<file path="src/rtl/zx48_timing_pkg.sv">
// 48K frame timing constants and shared scheduler types.
// Build switch CPU_CONTENTION_EN enables the ULA contention stall FSM.
package zx48_timing_pkg;

    localparam int CLK_DIV     = 8;
    localparam int LINE_T      = 224;
    localparam int FRAME_LINES = 312;
    localparam int INT_LEN     = 32;
    localparam int CONT_LINE0  = 64;
    localparam int CONT_LINES  = 192;
    localparam int CONT_COLS   = 128;

    typedef enum logic {
        RUN   = 1'b0,
        STALL = 1'b1
    } sched_state_t;

    // Contended RAM lives in the 0x4000-0x7FFF page.
    function automatic logic is_contended_addr(input logic [15:0] a);
        return a[15:14] == 2'b01;
    endfunction

endpackage

</file>
<file path="src/rtl/cpu_clock_scheduler_if.sv">
// CPU-side bus between the Z80 core and the clock scheduler.
// Master is the CPU, slave is the scheduler.
interface cpu_clock_scheduler_if;

    logic [15:0] a;
    logic        mreq;
    logic        iorq;
    logic        cep;
    logic        cen;
    logic        int_n;
    logic        contended;

    modport master (
        output a, mreq, iorq,
        input  cep, cen, int_n, contended
    );

    modport slave (
        input  a, mreq, iorq,
        output cep, cen, int_n, contended
    );

endinterface

</file>
<file path="src/rtl/ula_tcounter.sv">
// Phase, column and line counters for the 48K frame; tick marks phase 0.
// Shared with the video block so fetch and contention stay aligned.
module ula_tcounter #(
    parameter int CLK_DIV     = zx48_timing_pkg::CLK_DIV,
    parameter int LINE_T      = zx48_timing_pkg::LINE_T,
    parameter int FRAME_LINES = zx48_timing_pkg::FRAME_LINES
) (
    input  logic       clock,
    input  logic       reset,
    output logic       tick,
    output logic       mid,
    output logic [8:0] line,
    output logic [7:0] col
);
    import zx48_timing_pkg::*;

    localparam int PW = $clog2(CLK_DIV);
    localparam logic [PW-1:0] PHASE_LAST = PW'(CLK_DIV - 1);
    localparam logic [PW-1:0] PHASE_MID  = PW'(CLK_DIV / 2);
    localparam logic [7:0]    COL_LAST   = 8'(LINE_T - 1);
    localparam logic [8:0]    LINE_LAST  = 9'(FRAME_LINES - 1);

    logic [PW-1:0] phase;

    assign tick = (phase == '0);
    assign mid  = (phase == PHASE_MID);

    always_ff @(posedge clock) begin
        if (reset) begin
            phase <= '0;
            col   <= '0;
            line  <= '0;
        end else begin
            phase <= (phase == PHASE_LAST) ? '0 : phase + 1'b1;
            if (tick) begin
                if (col == COL_LAST) begin
                    col  <= '0;
                    line <= (line == LINE_LAST) ? '0 : line + 1'b1;
                end else begin
                    col <= col + 1'b1;
                end
            end
        end
    end

endmodule

</file>
<file path="src/rtl/cpu_clock_scheduler.sv">
// Z80 clock-enable generator with frame interrupt and ULA contention stalls.
// Build switch CPU_CONTENTION_EN enables the stall FSM; otherwise the CPU free-runs.
//
//   state | meaning
//   RUN   | cep issued on every tick unless a contended access hits the window
//   STALL | cep withheld until the first tick outside the contention window
module cpu_clock_scheduler #(
    parameter int CLK_DIV     = zx48_timing_pkg::CLK_DIV,
    parameter int LINE_T      = zx48_timing_pkg::LINE_T,
    parameter int FRAME_LINES = zx48_timing_pkg::FRAME_LINES,
    parameter int INT_LEN     = zx48_timing_pkg::INT_LEN,
    parameter int CONT_LINE0  = zx48_timing_pkg::CONT_LINE0,
    parameter int CONT_LINES  = zx48_timing_pkg::CONT_LINES,
    parameter int CONT_COLS   = zx48_timing_pkg::CONT_COLS
) (
    input  logic                    clock,
    input  logic                    reset,
    cpu_clock_scheduler_if.slave    bus,
    output logic [8:0]              line,
    output logic [7:0]              col
);
    import zx48_timing_pkg::*;

    localparam logic [7:0] INT_COLS = 8'(INT_LEN);

    logic tick;
    logic mid;
    logic cep_q;
    logic cen_q;
    logic int_q;
    logic cont_q;
    logic unused_bus;

    ula_tcounter #(
        .CLK_DIV     (CLK_DIV),
        .LINE_T      (LINE_T),
        .FRAME_LINES (FRAME_LINES)
    ) u_tcounter (
        .clock (clock),
        .reset (reset),
        .tick  (tick),
        .mid   (mid),
        .line  (line),
        .col   (col)
    );

    assign unused_bus    = ^{bus.a, bus.mreq, bus.iorq};
    assign bus.cep       = cep_q;
    assign bus.cen       = cen_q;
    assign bus.int_n     = int_q;
    assign bus.contended = cont_q;

    always_ff @(posedge clock) begin
        if (reset) begin
            int_q <= 1'b1;
        end else if (tick) begin
            int_q <= !((line == '0) && (col < INT_COLS));
        end
    end

`ifdef CPU_CONTENTION_EN
    localparam logic [8:0] WIN_L0   = 9'(CONT_LINE0);
    localparam logic [8:0] WIN_L1   = 9'(CONT_LINE0 + CONT_LINES - 1);
    localparam logic [7:0] WIN_COLS = 8'(CONT_COLS);

    sched_state_t state;
    logic         granted;
    logic         cep_last;
    logic         win;
    logic         req;

    assign win = (line >= WIN_L0) && (line <= WIN_L1) &&
                 (col < WIN_COLS) && (col[2:0] < 3'd6);
    assign req = is_contended_addr(bus.a) &&
                 (!bus.mreq || (!bus.iorq && !bus.a[0])) && !granted;

    always_ff @(posedge clock) begin
        if (reset) begin
            state    <= RUN;
            cep_q    <= 1'b0;
            cen_q    <= 1'b0;
            cont_q   <= 1'b0;
            granted  <= 1'b0;
            cep_last <= 1'b0;
        end else begin
            cep_q <= 1'b0;
            cen_q <= 1'b0;
            if (mid) cen_q <= cep_last;
            if (tick) begin
                case (state)
                    RUN: begin
                        if (req && win) begin
                            state    <= STALL;
                            cont_q   <= 1'b1;
                            cep_last <= 1'b0;
                        end else begin
                            cep_q    <= 1'b1;
                            cep_last <= 1'b1;
                        end
                    end
                    STALL: begin
                        if (!win) begin
                            state    <= RUN;
                            cont_q   <= 1'b0;
                            granted  <= 1'b1;
                            cep_q    <= 1'b1;
                            cep_last <= 1'b1;
                        end else begin
                            cep_last <= 1'b0;
                        end
                    end
                    default: state <= RUN;
                endcase
            end
            // An idle bus ends the access, so the next one may be contended again.
            if (bus.mreq && bus.iorq) granted <= 1'b0;
        end
    end
`else
    always_ff @(posedge clock) begin
        if (reset) begin
            cep_q <= 1'b0;
            cen_q <= 1'b0;
        end else begin
            cep_q <= tick;
            cen_q <= mid;
        end
    end

    assign cont_q = 1'b0;
`endif

endmodule

</file>
<file path="src/flat_wrapper.sv">
// flat-port wrapper written by rule: the top's interface ports become plain ports
module cpu_clock_scheduler_flat import zx48_timing_pkg::*;
#(
    parameter int CLK_DIV     = zx48_timing_pkg::CLK_DIV,
    parameter int LINE_T      = zx48_timing_pkg::LINE_T,
    parameter int FRAME_LINES = zx48_timing_pkg::FRAME_LINES,
    parameter int INT_LEN     = zx48_timing_pkg::INT_LEN,
    parameter int CONT_LINE0  = zx48_timing_pkg::CONT_LINE0,
    parameter int CONT_LINES  = zx48_timing_pkg::CONT_LINES,
    parameter int CONT_COLS   = zx48_timing_pkg::CONT_COLS
)
  (clock, reset, line, col, bus_a, bus_mreq, bus_iorq, bus_cep, bus_cen, bus_int_n, bus_contended);
  cpu_clock_scheduler_if bus_i ();
  input  logic clock;
  input  logic reset;
  output logic [8:0] line;
  output logic [7:0] col;
  input wire logic [$bits(bus_i.a)-1:0] bus_a;
  input wire logic [$bits(bus_i.mreq)-1:0] bus_mreq;
  input wire logic [$bits(bus_i.iorq)-1:0] bus_iorq;
  output wire logic [$bits(bus_i.cep)-1:0] bus_cep;
  output wire logic [$bits(bus_i.cen)-1:0] bus_cen;
  output wire logic [$bits(bus_i.int_n)-1:0] bus_int_n;
  output wire logic [$bits(bus_i.contended)-1:0] bus_contended;
  assign bus_i.a = bus_a;
  assign bus_i.mreq = bus_mreq;
  assign bus_i.iorq = bus_iorq;
  assign bus_cep = bus_i.cep;
  assign bus_cen = bus_i.cen;
  assign bus_int_n = bus_i.int_n;
  assign bus_contended = bus_i.contended;
  cpu_clock_scheduler #(.CLK_DIV(CLK_DIV), .LINE_T(LINE_T), .FRAME_LINES(FRAME_LINES), .INT_LEN(INT_LEN), .CONT_LINE0(CONT_LINE0), .CONT_LINES(CONT_LINES), .CONT_COLS(CONT_COLS)) u_core (.clock(clock), .reset(reset), .bus(bus_i), .line(line), .col(col));
endmodule
</file>
<file path="config.mk">
export PLATFORM = sky130hd
export DESIGN_NAME = cpu_clock_scheduler_flat
export DESIGN_NICKNAME = d
export VERILOG_FILES = /design/src/rtl/zx48_timing_pkg.sv /design/src/rtl/cpu_clock_scheduler_if.sv /design/src/rtl/ula_tcounter.sv /design/src/rtl/cpu_clock_scheduler.sv /design/src/flat_wrapper.sv
export SDC_FILE = /design/constraint.sdc
export NUM_CORES = 1
export LEC_CHECK = 0
export ABC_CLOCK_PERIOD_IN_PS = 2800
export BUFFER_PORTS_ARGS = -buffer_cell sky130_fd_sc_hd__buf_2
export CAP_MARGIN = 20
export CORE_ASPECT_RATIO = 1.1
export CORE_MARGIN = 1.5
export CORE_UTILIZATION = 25
export DETAILED_ROUTE_END_ITERATION = 8
export SYNTH_ARGS = -nofsm -noshare
export SYNTH_HDL_FRONTEND = slang
export SYNTH_SLANG_ARGS = --single-unit
</file>
<file path="constraint.sdc">
create_clock -name clock -period 2.8 [get_ports clock]
set_input_delay 0.28 -clock clock [delete_from_list [all_inputs] [get_ports clock]]
set_output_delay 0.28 -clock clock [all_outputs]
set_load 0.005 [all_outputs]
</file>
==> metrics <==
CP endpoint kind register; r2r startpoint u_core.u_tcounter.col[0]$_SDFFE_PP0P_; main combinational cell family by area after synthesis simple AND/OR/NAND/NOR gates; Clock Skews 0.005404 ns; Routed WL per cell 12.05 um; hold_buf cts 0; mapped cell area 0.001136 sq mm; std cell rows 25; Combinational Power Share 0.086; Resize count post-CTS 0; crit share post-route 0.6829; sequential-to-total area share from yosys stat 0.4053; Reg power frac 0.573; Crit path arrival time 2.10 ns; cts bufs inserted 3; cell internal pwr 465.4 uW; vias in the first global route 877; DRT Pass-1 Iters 4; GPL Wtd Cong 0.7508; Via Count 966; RSZ-0062 raised after global routing no; crit path buf inv count 0; mux share of post-synthesis cell area 0.008811; All-Layer GR Usage 0.1050; Final Non-Filler Cells 200; DP HPWL 1722 um; DRC 0; setup bufs post-CTS 0; Max Buffers Root-to-Sink 2; H-Tree Depth 1; clock slew at reported path FFs 0.09 ns; antenna-violating nets left 0; Sink Count 23; CP Launch Type register; Die Wd 67.28 um; Sw Share 0.2407; hold path cells 2; diode count 0; Post-synth EDFFs 0; CP delay by family, top simple AND/OR/NAND/NOR gates; R2R depth 5; Worst VDD drop 0.1394 mV; Pwr Density between 400 and 500 mW/mm^2; Yosys top cell area share 0.4053; Yosys Warn Count 0; IO buf count 21; worst-path fanout max 10; Layout area overhead 16.41%; Mapped Cells 128; Mapped Nets 154; IO Pins 41; Clk pwr share 0.341; Synth area leaders dfxtp_1 (41%), ha_1 (6.6%), a21oi_1 (4.4%); WS Path Type register to register; most common cell in the netlist dfxtp_1; Slowest Stage Delay on Critical Path roughly 0.52 ns; adder-cell share of the synthesized area 0.06608; global route overflow 0; status completed; Synth area leader dfxtp_1; simple-gate portion of the synthesized area 0.3183; Final Hold Viols 0; syn_area_per_cell 8.876 sq um; max-cap violations 0; first-pass GRT wire length around 4000 um; Crit. path cell count 5; Via density 4.830; flop and latch count out of synthesis 23; initial antenna violation count 0; nets 173; die height 73.70 um; worst hold start reset; Primary FF master, synth dfxtp_1; Finish-stage setup viols 0; setup tns final 0 ns; Worst Setup SP u_core.u_tcounter.col[0]$_SDFFE_PP0P_; largest net degree at the start of global routing 29; XOR/XNOR Fraction of Synth Area 0.04626; compound-cell area share of the yosys netlist 0.1035; Hold Crit Class primary input to register; Distinct cells, synth 38; later-pin clock latency in the skew report 0.26 ns; Leakage 0.0005341 uW; FMAX 0.5230 GHz; CP required 2.99 ns; fraction of layout cells with a size suffix above 1 0.2192; normalized max-slew margin 0.5692; CP cell instances ha_1, and4b_1, nand3_4, or4_1, a21oi_1; Worst Max-Slew Pin Slew between 0.6 and 0.7 ns; Core Box Area 0.004317 sq mm; top post-synthesis cells by count dfxtp_1 (23), a21oi_1 (10), nand2_1 (9), ha_1 (6), inv_1 (6); Worst path slowest cell or4_1; Net Switching about 150 uW; max-slew violations 0; ys async rst share 0; Initial Util 0.2632; WL final 2410 um; Tmin final 1.912 ns; Root Driver clkbuf_8; dpl cells 196; CTS tree done; DRT iter0 DRCs 48; area enclosed by the die boundary 0.004958 sq mm
## power by group through the flow
stage | sequential (uW) | combinational [uW] | clock [uW]
2_1_floorplan | 358 | 37.8 | 0
3_3_place_gp | 358 | 53.2 | 0
3_5_place_dp | 359 | 53.8 | 0
4_1_cts | 351 | 54.1 | 217
5_1_grt | 353 | 61.7 | 232
6_report | 351 | 52.6 | 209
## logic make-up (layout without fill, tap and decap cells)
group	count (synthesis)	in the layout
DFF	23	23
other	1	1
adders and majority gates	6	6
AOI/OAI and AO/OA	20	20
and+or+nand+nor	58	58
buffers and inverters	13	31
muxes	1	1
xor gates and xnor gates	6	6
## layout make-up
cell class / instances / area (sq um)
clock buffers: 3 / 41.29
fillers: 465 / 2994
inverters: 6 / 22.52
multi-input cells: 92 / 620.6
clock inverters: 1 / 5.005
well taps: 54 / 67.56
flip-flops and latches: 23 / 460.4
repair buffers: 21 / 105.1
## sequential cells by signal, summed over array words and instances (netlist names)
register and count:
u_core.bus.cen 1, u_core.u_tcounter.line 9, u_core.u_tcounter.col 8, u_core.u_tcounter.phase 3
u_core.bus.int_n 1, u_core.bus.cep 1
## metrics by stage
step | total power, uW | hold slack [ns] | util | worst slack (ns) | area (sq um)
2_1_floorplan | 395.9 | 0.4195 | - | 1.104 | 1136
3_3_place_gp | 410.9 | 0.4426 | 0.2957 | 0.9284 | 1276
3_5_place_dp | 412.6 | 0.4426 | 0.2957 | 0.9176 | 1276
4_1_cts | 622.7 | 0.4379 | 0.3064 | 0.8916 | 1323
5_1_grt | 647.3 | 0.4644 | 0.3064 | 0.8016 | 1323
6_report | 612.9 | 0.4321 | 0.3064 | 0.8879 | 1323
## path summary, 6_finish.rpt
path,slack [ns],endpoint
worst max-delay path,0.89,u_core.u_tcounter.line[7]$_SDFFE_PP0P_
worst min-delay path,0.43,u_core.u_tcounter.col[4]$_SDFFE_PP0P_
worst max register to register,0.89,u_core.u_tcounter.line[7]$_SDFFE_PP0P_
worst min register to register,0.45,u_core.u_tcounter.phase[0]$_SDFF_PP0_
## per-layer routing
layer / vias up / wire (um) / GRT usage
li1: 494 / - / -
met2: 12 / 1162 / 0.1672
met1: 458 / 1117 / 0.1343
met4: 0 / 23 / 0.04082
met3: 2 / 106 / 0.02757
met5: - / 0 / 0
## cells in the final DEF (no fill, tap or decap), types with 5 or more instances in the layout
| cell type | count |
|---|---|
| ha_1 | 6 |
| a21oi_1 | 10 |
| inv_1 | 6 |
| o21ai_0 | 5 |
| nor3_1 | 5 |
| dfxtp_1 | 23 |
| nand4_1 | 5 |
| xor2_1 | 5 |
| nand2_1 | 9 |
| buf_2 | 21 |
No activity file was read; power rests on OpenSTA's default activity.
